[config.mk]
export PLATFORM = sky130hd
export DESIGN_NAME = csa_accum_sequencer_flat
export DESIGN_NICKNAME = d
export VERILOG_FILES = /design/src/rtl/csa_pkg.sv /design/src/rtl/csa_accum_sequencer_if.sv /design/src/rtl/csa_3to2_row.sv /design/src/rtl/csa_accum_sequencer.sv /design/src/flat_wrapper.sv
export SDC_FILE = /design/constraint.sdc
export NUM_CORES = 1
export LEC_CHECK = 0
export CAP_MARGIN = 0
export CELL_PAD_IN_SITES_DETAIL_PLACEMENT = 1
export CELL_PAD_IN_SITES_GLOBAL_PLACEMENT = 1
export CORE_ASPECT_RATIO = 1.25
export CORE_MARGIN = 8
export CORE_UTILIZATION = 47
export CTS_CLUSTER_DIAMETER = 150
export DETAILED_ROUTE_END_ITERATION = 16
export PLACE_DENSITY_LB_ADDON = 0.1
export SYNTH_ARGS = -nofsm -noshare
export SYNTH_HDL_FRONTEND = slang
export SYNTH_SLANG_ARGS = --single-unit
[constraint.sdc]
create_clock -name clk -period 7.7 [get_ports clk]
set_clock_uncertainty 0.1 [all_clocks]
set_input_delay 1.155 -clock clk [delete_from_list [all_inputs] [get_ports clk]]
set_output_delay 1.155 -clock clk [all_outputs]
set_load 0.05 [all_outputs]
[src/rtl/csa_pkg.sv]
// csa_pkg: shared types and default widths for the carry-save accumulator.
//   DEF_IN_W      operand width (unsigned, zero-extended into the accumulator)
//   DEF_ACC_W     accumulator / result width; all arithmetic wraps mod 2^DEF_ACC_W
//   DEF_MAX_TERMS longest frame that cannot overflow the accumulator
//   DEF_CNT_W     term-counter width; one extra bit so MAX_TERMS+1 is representable
package csa_pkg;

  localparam int DEF_IN_W      = 21;
  localparam int DEF_ACC_W     = 28;
  localparam int DEF_MAX_TERMS = 2 ** (DEF_ACC_W - DEF_IN_W);
  localparam int DEF_CNT_W     = $clog2(DEF_MAX_TERMS) + 1;

  typedef enum logic [1:0] {
    ACCUM   = 2'd0,
    RESOLVE = 2'd1,
    HOLD    = 2'd2
  } state_t;

endpackage

[src/rtl/csa_accum_sequencer_if.sv]
// csa_accum_sequencer_if: operand stream in, frame result out.
//   in_valid/in_ready/in_data/in_last       operand beats (accept = in_valid & in_ready)
//   out_valid/out_ready/out_data/out_count/out_ovf  frame result, held until accepted
//   busy                                    accumulator holds a partial or pending frame
// Modports: master = producer/consumer side (testbench, upstream/downstream),
//           slave  = the accumulator itself.
interface csa_accum_sequencer_if;
  import csa_pkg::*;

  logic                 in_valid;
  logic                 in_ready;
  logic [DEF_IN_W-1:0]  in_data;
  logic                 in_last;
  logic                 out_valid;
  logic                 out_ready;
  logic [DEF_ACC_W-1:0] out_data;
  logic [DEF_CNT_W-1:0] out_count;
  logic                 out_ovf;
  logic                 busy;

  modport master (
    output in_valid, in_data, in_last, out_ready,
    input  in_ready, out_valid, out_data, out_count, out_ovf, busy
  );

  modport slave (
    input  in_valid, in_data, in_last, out_ready,
    output in_ready, out_valid, out_data, out_count, out_ovf, busy
  );

endinterface

[src/rtl/csa_3to2_row.sv]
// csa_3to2_row: one row of full adders without carry propagation.
//   a, b, c  three W-bit addends
//   sum      bitwise a^b^c
//   carry    bitwise majority shifted left by one (top carry dropped, mod 2^W)
// a + b + c == sum + carry (mod 2^W).
module csa_3to2_row #(
  parameter int W = 28
) (
  input  logic [W-1:0] a,
  input  logic [W-1:0] b,
  input  logic [W-1:0] c,
  output logic [W-1:0] sum,
  output logic [W-1:0] carry
);

  logic [W-1:0] maj;

  assign sum   = a ^ b ^ c;
  assign maj   = (a & b) | (a & c) | (b & c);
  assign carry = maj << 1;

endmodule

[src/rtl/csa_accum_sequencer.sv]
// csa_accum_sequencer: streaming multi-operand accumulator for the GEMV
// dot-product path. Folds one operand per cycle into a carry-save pair (S,C),
// resolves S+C with a single carry-propagate add on the frame's last beat and
// holds the result until downstream accepts it.
//   clk  rising-edge clock
//   rst  asynchronous, active-high reset; discards any partial frame
//   bus  csa_accum_sequencer_if.slave (operand stream in, result out, busy)
//
// state   | meaning
// --------+-----------------------------------------------------------
// ACCUM   | accepting operands, one CSA fold per accepted beat
// RESOLVE | one cycle: S+C and the term count are captured into outputs
// HOLD    | result presented on out_*; waits for out_ready, then clears
module csa_accum_sequencer
  import csa_pkg::*;
(
  input logic                 clk,
  input logic                 rst,
  csa_accum_sequencer_if.slave bus
);

  localparam int ACC_W = DEF_ACC_W;
  localparam int CNT_W = DEF_CNT_W;

  state_t           state;
  logic [ACC_W-1:0] s_q;
  logic [ACC_W-1:0] c_q;
  logic [ACC_W-1:0] x;
  logic [ACC_W-1:0] s_nxt;
  logic [ACC_W-1:0] c_nxt;
  logic [CNT_W-1:0] count;
  logic             accept;

  assign x      = ACC_W'(bus.in_data);
  assign accept = bus.in_valid & bus.in_ready;

  csa_3to2_row #(.W(ACC_W)) u_row (
    .a    (s_q),
    .b    (c_q),
    .c    (x),
    .sum  (s_nxt),
    .carry(c_nxt)
  );

  assign bus.busy = (state != ACCUM) | (|s_q) | (|c_q) | (|count);

  // in_ready is registered: it drops together with the move to RESOLVE so
  // no beat can be accepted while a result is pending.
  always_ff @(posedge clk or posedge rst) begin
    if (rst) begin
      state         <= ACCUM;
      s_q           <= '0;
      c_q           <= '0;
      count         <= '0;
      bus.in_ready  <= 1'b1;
      bus.out_valid <= 1'b0;
      bus.out_data  <= '0;
      bus.out_count <= '0;
      bus.out_ovf   <= 1'b0;
    end else begin
      case (state)
        ACCUM: begin
          if (accept) begin
            s_q <= s_nxt;
            c_q <= c_nxt;
            if (count != '1) count <= count + 1'b1;
            if (bus.in_last) begin
              state        <= RESOLVE;
              bus.in_ready <= 1'b0;
            end
          end
        end
        RESOLVE: begin
          bus.out_data  <= s_q + c_q;
          bus.out_count <= count;
          bus.out_ovf   <= (count > CNT_W'(DEF_MAX_TERMS));
          bus.out_valid <= 1'b1;
          state         <= HOLD;
        end
        HOLD: begin
          if (bus.out_ready) begin
            bus.out_valid <= 1'b0;
            s_q           <= '0;
            c_q           <= '0;
            count         <= '0;
            bus.in_ready  <= 1'b1;
            state         <= ACCUM;
          end
        end
        default: begin
          state        <= ACCUM;
          bus.in_ready <= 1'b1;
        end
      endcase
    end
  end

endmodule

[src/flat_wrapper.sv]
// flat-port wrapper written by rule: the top's interface ports become plain ports
module csa_accum_sequencer_flat import csa_pkg::*;
  (clk, rst, bus_in_valid, bus_in_data, bus_in_last, bus_out_ready, bus_in_ready, bus_out_valid, bus_out_data, bus_out_count, bus_out_ovf, bus_busy);
  csa_accum_sequencer_if bus_i ();
  input logic clk;
  input logic rst;
  input wire logic [$bits(bus_i.in_valid)-1:0] bus_in_valid;
  input wire logic [$bits(bus_i.in_data)-1:0] bus_in_data;
  input wire logic [$bits(bus_i.in_last)-1:0] bus_in_last;
  input wire logic [$bits(bus_i.out_ready)-1:0] bus_out_ready;
  output wire logic [$bits(bus_i.in_ready)-1:0] bus_in_ready;
  output wire logic [$bits(bus_i.out_valid)-1:0] bus_out_valid;
  output wire logic [$bits(bus_i.out_data)-1:0] bus_out_data;
  output wire logic [$bits(bus_i.out_count)-1:0] bus_out_count;
  output wire logic [$bits(bus_i.out_ovf)-1:0] bus_out_ovf;
  output wire logic [$bits(bus_i.busy)-1:0] bus_busy;
  assign bus_i.in_valid = bus_in_valid;
  assign bus_i.in_data = bus_in_data;
  assign bus_i.in_last = bus_in_last;
  assign bus_i.out_ready = bus_out_ready;
  assign bus_in_ready = bus_i.in_ready;
  assign bus_out_valid = bus_i.out_valid;
  assign bus_out_data = bus_i.out_data;
  assign bus_out_count = bus_i.out_count;
  assign bus_out_ovf = bus_i.out_ovf;
  assign bus_busy = bus_i.busy;
  csa_accum_sequencer u_core (.clk(clk), .rst(rst), .bus(bus_i));
endmodule
==> Word level (Yosys, flattened, before mapping) <==
Index checks and enable logic that the tools add are counted.
{ "word_totals": {"ff_bits": 105, "inputBits": 26} }
{ "classes": {"add_sub_neg": 2, "n_eq_ne": 7, "n_bitwise": 12, "order_cmp": 1, "n_reduce_logical": 12, "muxes": 19} }
{ "ops": {"columns": ["cell", "n"], "rows": [
  ["$pmux W28 S2", 2],
  ["$mux W28", 3],
  ["$reduce_or A28 Y1", 2],
  ["$and A27 B21 Y27", 2],
  ["$or A27 B27 Y27", 2],
  ["$add A28 B28 Y28", 1],
  ["$xor A28 B21 Y28", 1],
  ["$xor A28 B28 Y28", 1],
  ["$and A27 B27 Y27", 1],
  ["$mux W8", 3],
  ["$pmux W8 S2", 1],
  ["$add A8 B1 Y8 const B", 1],
  ["$gt A8 B8 Y1 const B", 1],
  ["$ne A8 B8 Y1 const B", 1],
  ["$reduce_and A4 Y1", 2],
  ["$reduce_or A8 Y1", 1],
  ["$mux W2", 3],
  ["$pmux W2 S3", 1],
  ["$reduce_and A3 Y1", 2],
  ["$reduce_bool A2 Y1", 3],
  ["$mux W1", 4],
  ["$ne A2 B1 Y1 const B", 2],
  ["$ne A2 B2 Y1 const B", 2],
  ["$or A1 B1 Y1", 3],
  ["8 further kinds", 8]
]} }

==> Longest topological paths before layout <==
{ "logic_depth": {"ltp_word": 5, "ltp_mapped": 9, "mapped_depth_nobuf": 9} }

==> Modules after synthesis <==
From an unflattened synthesis, not the netlist that was laid out.
{ "hier_totals": {"hier_cells": 607, "area_unflattened_um2": 6177.2} }
{ "modules_own_cells": {"columns": ["mod", "cells_per_inst", "n_inst", "area_each_um2"], "rows": [
  ["csa_accum_sequencer", 577, 1, 5601.6],
  ["csa_3to2_row", 30, 1, 575.6]
]} }

==> Worst setup path before layout <==
No wires, ideal clock.
{ "synth_timing": {"kind": "reg-to-output", "start": "register u_core.count[2]", "end": "output port bus_busy", "path_buffers": 1, "required_ns": 6.445, "setup_slack_ns": 4.583, "arrival_time_ns": 1.862, "path_stages_with_launch": 8, "path_cell_list": "dfrtp_1 -> clkbuf_1 -> nor4_1 -> nand3b_1 -> nor4_1 -> nand3_1 -> nor3_1 -> nand4_1"} }
{ "synth_between": {"elab_chain_cells": 2} }
{ "synth_lines": {"columns": ["element", "line_no", "text"], "rows": [
  ["start, declared", "csa_accum_sequencer.sv:31", "logic [CNT_W-1:0] count;"],
  ["start signal, assigned", "csa_accum_sequencer.sv:66", "if (count != '1) count <= count + 1'b1;"],
  ["$reduce_or A8 Y1", "csa_accum_sequencer.sv:45", "assign bus.busy = (state != ACCUM) | (|s_q) | (|c_q) | (|count);"],
  ["$or A1 B1 Y1", "csa_accum_sequencer.sv:45", null],
  ["end, declared", "flat_wrapper.sv:16", "output wire logic [$bits(bus_i.busy)-1:0] bus_busy;"]
]} }
No other way between the ends.

==> Worst setup path in the final report <==
{ "layout_timing": {"start": "register u_core.state[1]", "end": "output port bus_busy"} }
{ "layout_between": {"elab_chain_cells": 4} }
{ "layout_lines": {"columns": ["element", "line_no", "text"], "rows": [
  ["start, declared", "csa_accum_sequencer.sv:25", "state_t state;"],
  ["start signal, assigned", "csa_accum_sequencer.sv:51", "state <= ACCUM;"],
  ["start signal, assigned", "csa_accum_sequencer.sv:68", "state <= RESOLVE;"],
  ["start signal, assigned", "csa_accum_sequencer.sv:78", "state <= HOLD;"],
  ["$reduce_bool A2 Y1", "csa_accum_sequencer.sv:45", null],
  ["$or A1 B1 Y1 (3 in a row)", "csa_accum_sequencer.sv:45", null]
]} }
No other way between the ends.

==> impl_results.md <==
* Rows at 46
* WS Path Type: reg2out
* Simple-gate area share of the yosys netlist at 15.58%
* Core Util, Final at 55.99%
* Arrival @ worst endpoint at 2.94 ns
* Post-Synth Adder-Cell Area at 13.09%
* Setup TNS at 0 ns
* First-pass GRT wire length at 28.73 mm
* Die area at 16620 sq um
* CTS root buf: clkbuf_16
* Routed wirelength normalized by instance count at 21.28 um
* Initial Util at 47.68%
* Fmax at 238.2 MHz
* Register-to-Register Path Depth at 9
* YS warnings at 0
* Tmin final at 4.198 ns
* # setup viols final at 0
* I/O pin cnt at 66
* Area of the multi-input gates at 3178 sq um
* Die Span X at 116.9 um
* Worst vdd rail ir drop at 133.8 uV
* Core area at 12550 sq um
* Routed vias at 4895
* Post-CTS resize count at 0
* # fillers at 1444
* Syn nets at 674
* Grt ovf at 0
* DR pass1 iterations at 4
* Mux contribution to synthesized area at 0.1673%
* Hold-fix buffers, CTS at 0
* Max clock buf depth at 2
* Vias in the first global route at 5415
* Largest net degree at the start of global routing at 64
* Layout Nets at 720
* # diodes at 0
* Slew Viols, Final at 0
* CP Max Fanout at 6
* Synth-to-Final Area Change at 17.44%
* RSZ-0062 raised after global routing: no
* DRT iter0 DRCs at 233
* Slew margin rel. at 45.77%
* Post-route clock period utilization at 54.52%
* Routability cong. at 0.8938
* Register Area at 2604 sq um
* Top FF cell, synth: dfrtp_1
* Synthesized flop and latch total at 104
* Startpoint types: flop
* Pwr Density at 323.8 nW/um^2
* Die height at 142.1 um
* # DRC at 0
* Async S/R FF share, synth at 100.0%
* Remaining antenna violation count at 0
* Post-Synth XOR/XNOR Area at 2.635%
* Crit end category: primary output
* Mapped Cells at 598
* Layout cells sized above 1 at 6.009%
* CTS H-tree lvls at 3
* EDFF count, synth at 0
* TritonCTS clock tree: yes
* Clock sink count at 104
* Hold-critical path depth at 2
* Post-CTS setup repair buffer count at 0
* Outcome: finished, final reports clean
* Global-route usage over all layers at 22.44%
* Worst reg2reg setup slack at 4.86 ns
* Transition time of the tightest slew-check pin at 0.8134 ns
* Skew-Pair Late Insertion Delay at 0.35 ns
* # port buffers at 65
* Count of cell types in the netlist at 54
* Mapped Area at 5982 sq um
* Sequential share of the synthesized area at 43.53%
* Post-DP HPWL at 13.15 mm
* Final Hold Viols at 0
* Req. time, crit path at 6.44 ns
* Routed WL at 17.39 mm
* Vias per inst at 5.991
* Mean Syn Cell Area at 10.00 sq um
* Worst hold path type: reg2reg
* Lkg Pwr at 3.186 nW
* Synth Area in Compound Gates at 21.36%
* Main combinational cell family by area after synthesis: compound AO/OA/AOI/OAI gates
* Max cap viols at 0
* Antenna violations before repair at 0
* Clock buffer count from CTS at 9
* CTS clk-pin slew, worst paths at 0.07 ns
## layout make-up
cell class,count,share of cell area (%)
Sequential cell,104,37.06
Inverter,12,0.6768
Tap cell,168,2.992
Clock buffer,10,3.259
Multi-Input combinational cell,447,45.24
Clock inverter,6,0.9795
Timing Repair Buffer,70,9.795
## layer usage
layer / vias to the layer above / global-route usage (%) / part of all wire [%]
met3: 37 / 3.567 / 3.5
li1: 2270 / - / -
met4: 0 / 9.459 / 3.4
met5: - / 0 / 0
met1: 2494 / 24.77 / 39
met2: 94 / 41.13 / 55
## synth_stat cells, drive strengths merged, types with 4 or more instances
| master | number | area share, % |
|---|---|---|
| o2111ai | 5 | 0.73 |
| fa | 21 | 7.0 |
| a21oi | 37 | 3.7 |
| xor2 | 6 | 0.88 |
| a22o | 54 | 7.9 |
| dfrtp | 103 | 43 |
| buf | 16 | 1.7 |
| nand3 | 17 | 1.4 |
| inv | 12 | 0.75 |
| nor3 | 13 | 1.1 |
| o211ai | 4 | 0.50 |
| or3 | 5 | 0.52 |
| clkbuf | 19 | 1.2 |
| nand2 | 92 | 5.8 |
| nor2 | 30 | 1.9 |
| xnor2 | 12 | 1.8 |
| nand4 | 13 | 1.4 |
| a21o | 9 | 1.1 |
| o21ai | 41 | 3.5 |
| nor4 | 16 | 1.7 |
| ha | 29 | 6.1 |
## placed cells by master (no fill, tap or decap), types with 3 or more instances in the layout
cell type | synthesis | layout
a22o_1 | 54 | 54
a21o_1 | 9 | 9
o2111ai_1 | 5 | 5
o211ai_1 | 4 | 4
a21oi_2 | 4 | 4
fa_1 | 21 | 21
a21oi_1 | 31 | 31
o21ai_0 | 38 | 38
or4_1 | 3 | 3
nand4_1 | 13 | 13
nor2_1 | 30 | 29
clkbuf_16 | 0 | 9
xor2_1 | 6 | 6
and2_1 | 3 | 3
dfrtp_1 | 103 | 103
xnor2_1 | 12 | 12
nand2_1 | 92 | 91
o311ai_0 | 3 | 3
o31ai_1 | 3 | 3
nand3_1 | 17 | 17
inv_1 | 12 | 11
buf_4 | 2 | 5
o21a_1 | 3 | 3
or3_1 | 5 | 5
ha_1 | 29 | 29
nor3_1 | 13 | 12
clkdlybuf4s50_1 | 0 | 65
nor4_1 | 16 | 16
## critical path, stage by stage (launching register included)
cell and delay [ns]:
dfrtp_1 0.45, or4_1 0.55, nor4_1 0.27, nand3_1 0.11
nor3_1 0.32, nand4_1 0.16, clkdlybuf4s50_1 0.74
## worst paths after layout
path | end | startpoint
min reg2reg | u_core.bus.out_data[6]$_DFFE_PP0P_ | u_core.bus.out_data[6]$_DFFE_PP0P_
min in group asynchronous | u_core.bus.out_count[2]$_DFFE_PP0P_ | rst
min | u_core.bus.out_data[6]$_DFFE_PP0P_ | u_core.bus.out_data[6]$_DFFE_PP0P_
max | bus_busy | u_core.state[1]$_DFFE_PP0P_
max reg2reg | u_core.bus.out_data[21]$_DFFE_PP0P_ | u_core.c_q[1]$_DFFE_PP0P_
max in group asynchronous | u_core.c_q[9]$_DFFE_PP0P_ | rst
## through the flow
step	setup slack [ns]	hold slack (ns)	area (sq um)	total power, mW	std cells
2_1_floorplan	3.714	0.3886	5982	1.489	598
3_3_place_gp	3.897	0.3527	6728	1.783	801
3_5_place_dp	3.889	0.3579	6728	1.822	801
4_1_cts	3.496	0.3736	7025	2.305	817
5_1_grt	3.316	0.3968	7025	2.416	817
6_report	3.502	0.3677	7025	2.275	817
## kinds of logic (layout without fill, tap and decap cells)
| logic type | count (synthesis) | in the layout |
|---|---|---|
| adders and majority gates | 50 | 50 |
| buffers and inverters | 47 | 98 |
| DFF | 104 | 104 |
| AOI/OAI and AO/OA | 176 | 176 |
| and+or+nand+nor | 202 | 202 |
| muxes | 1 | 1 |
| xor gates and xnor gates | 18 | 18 |
## state kept, by name (all words and copies together) (netlist names)
| signal | count |
|---|---|
| u_core.bus.out_data | 28 |
| u_core.s_q | 28 |
| u_core.c_q | 27 |
| u_core.bus.out_count | 8 |
| u_core.count | 8 |
| u_core.state | 2 |
| u_core.bus.in_ready | 1 |
| u_core.bus.out_ovf | 1 |
| u_core.bus.out_valid | 1 |
## power breakdown
group          leakage (nW)  internal, mW  switching, mW
clock                 0.148         0.255          0.215
combinational          1.63         0.369          0.593
sequential             1.41         0.681          0.161
(Power assumes the default switching activity.)
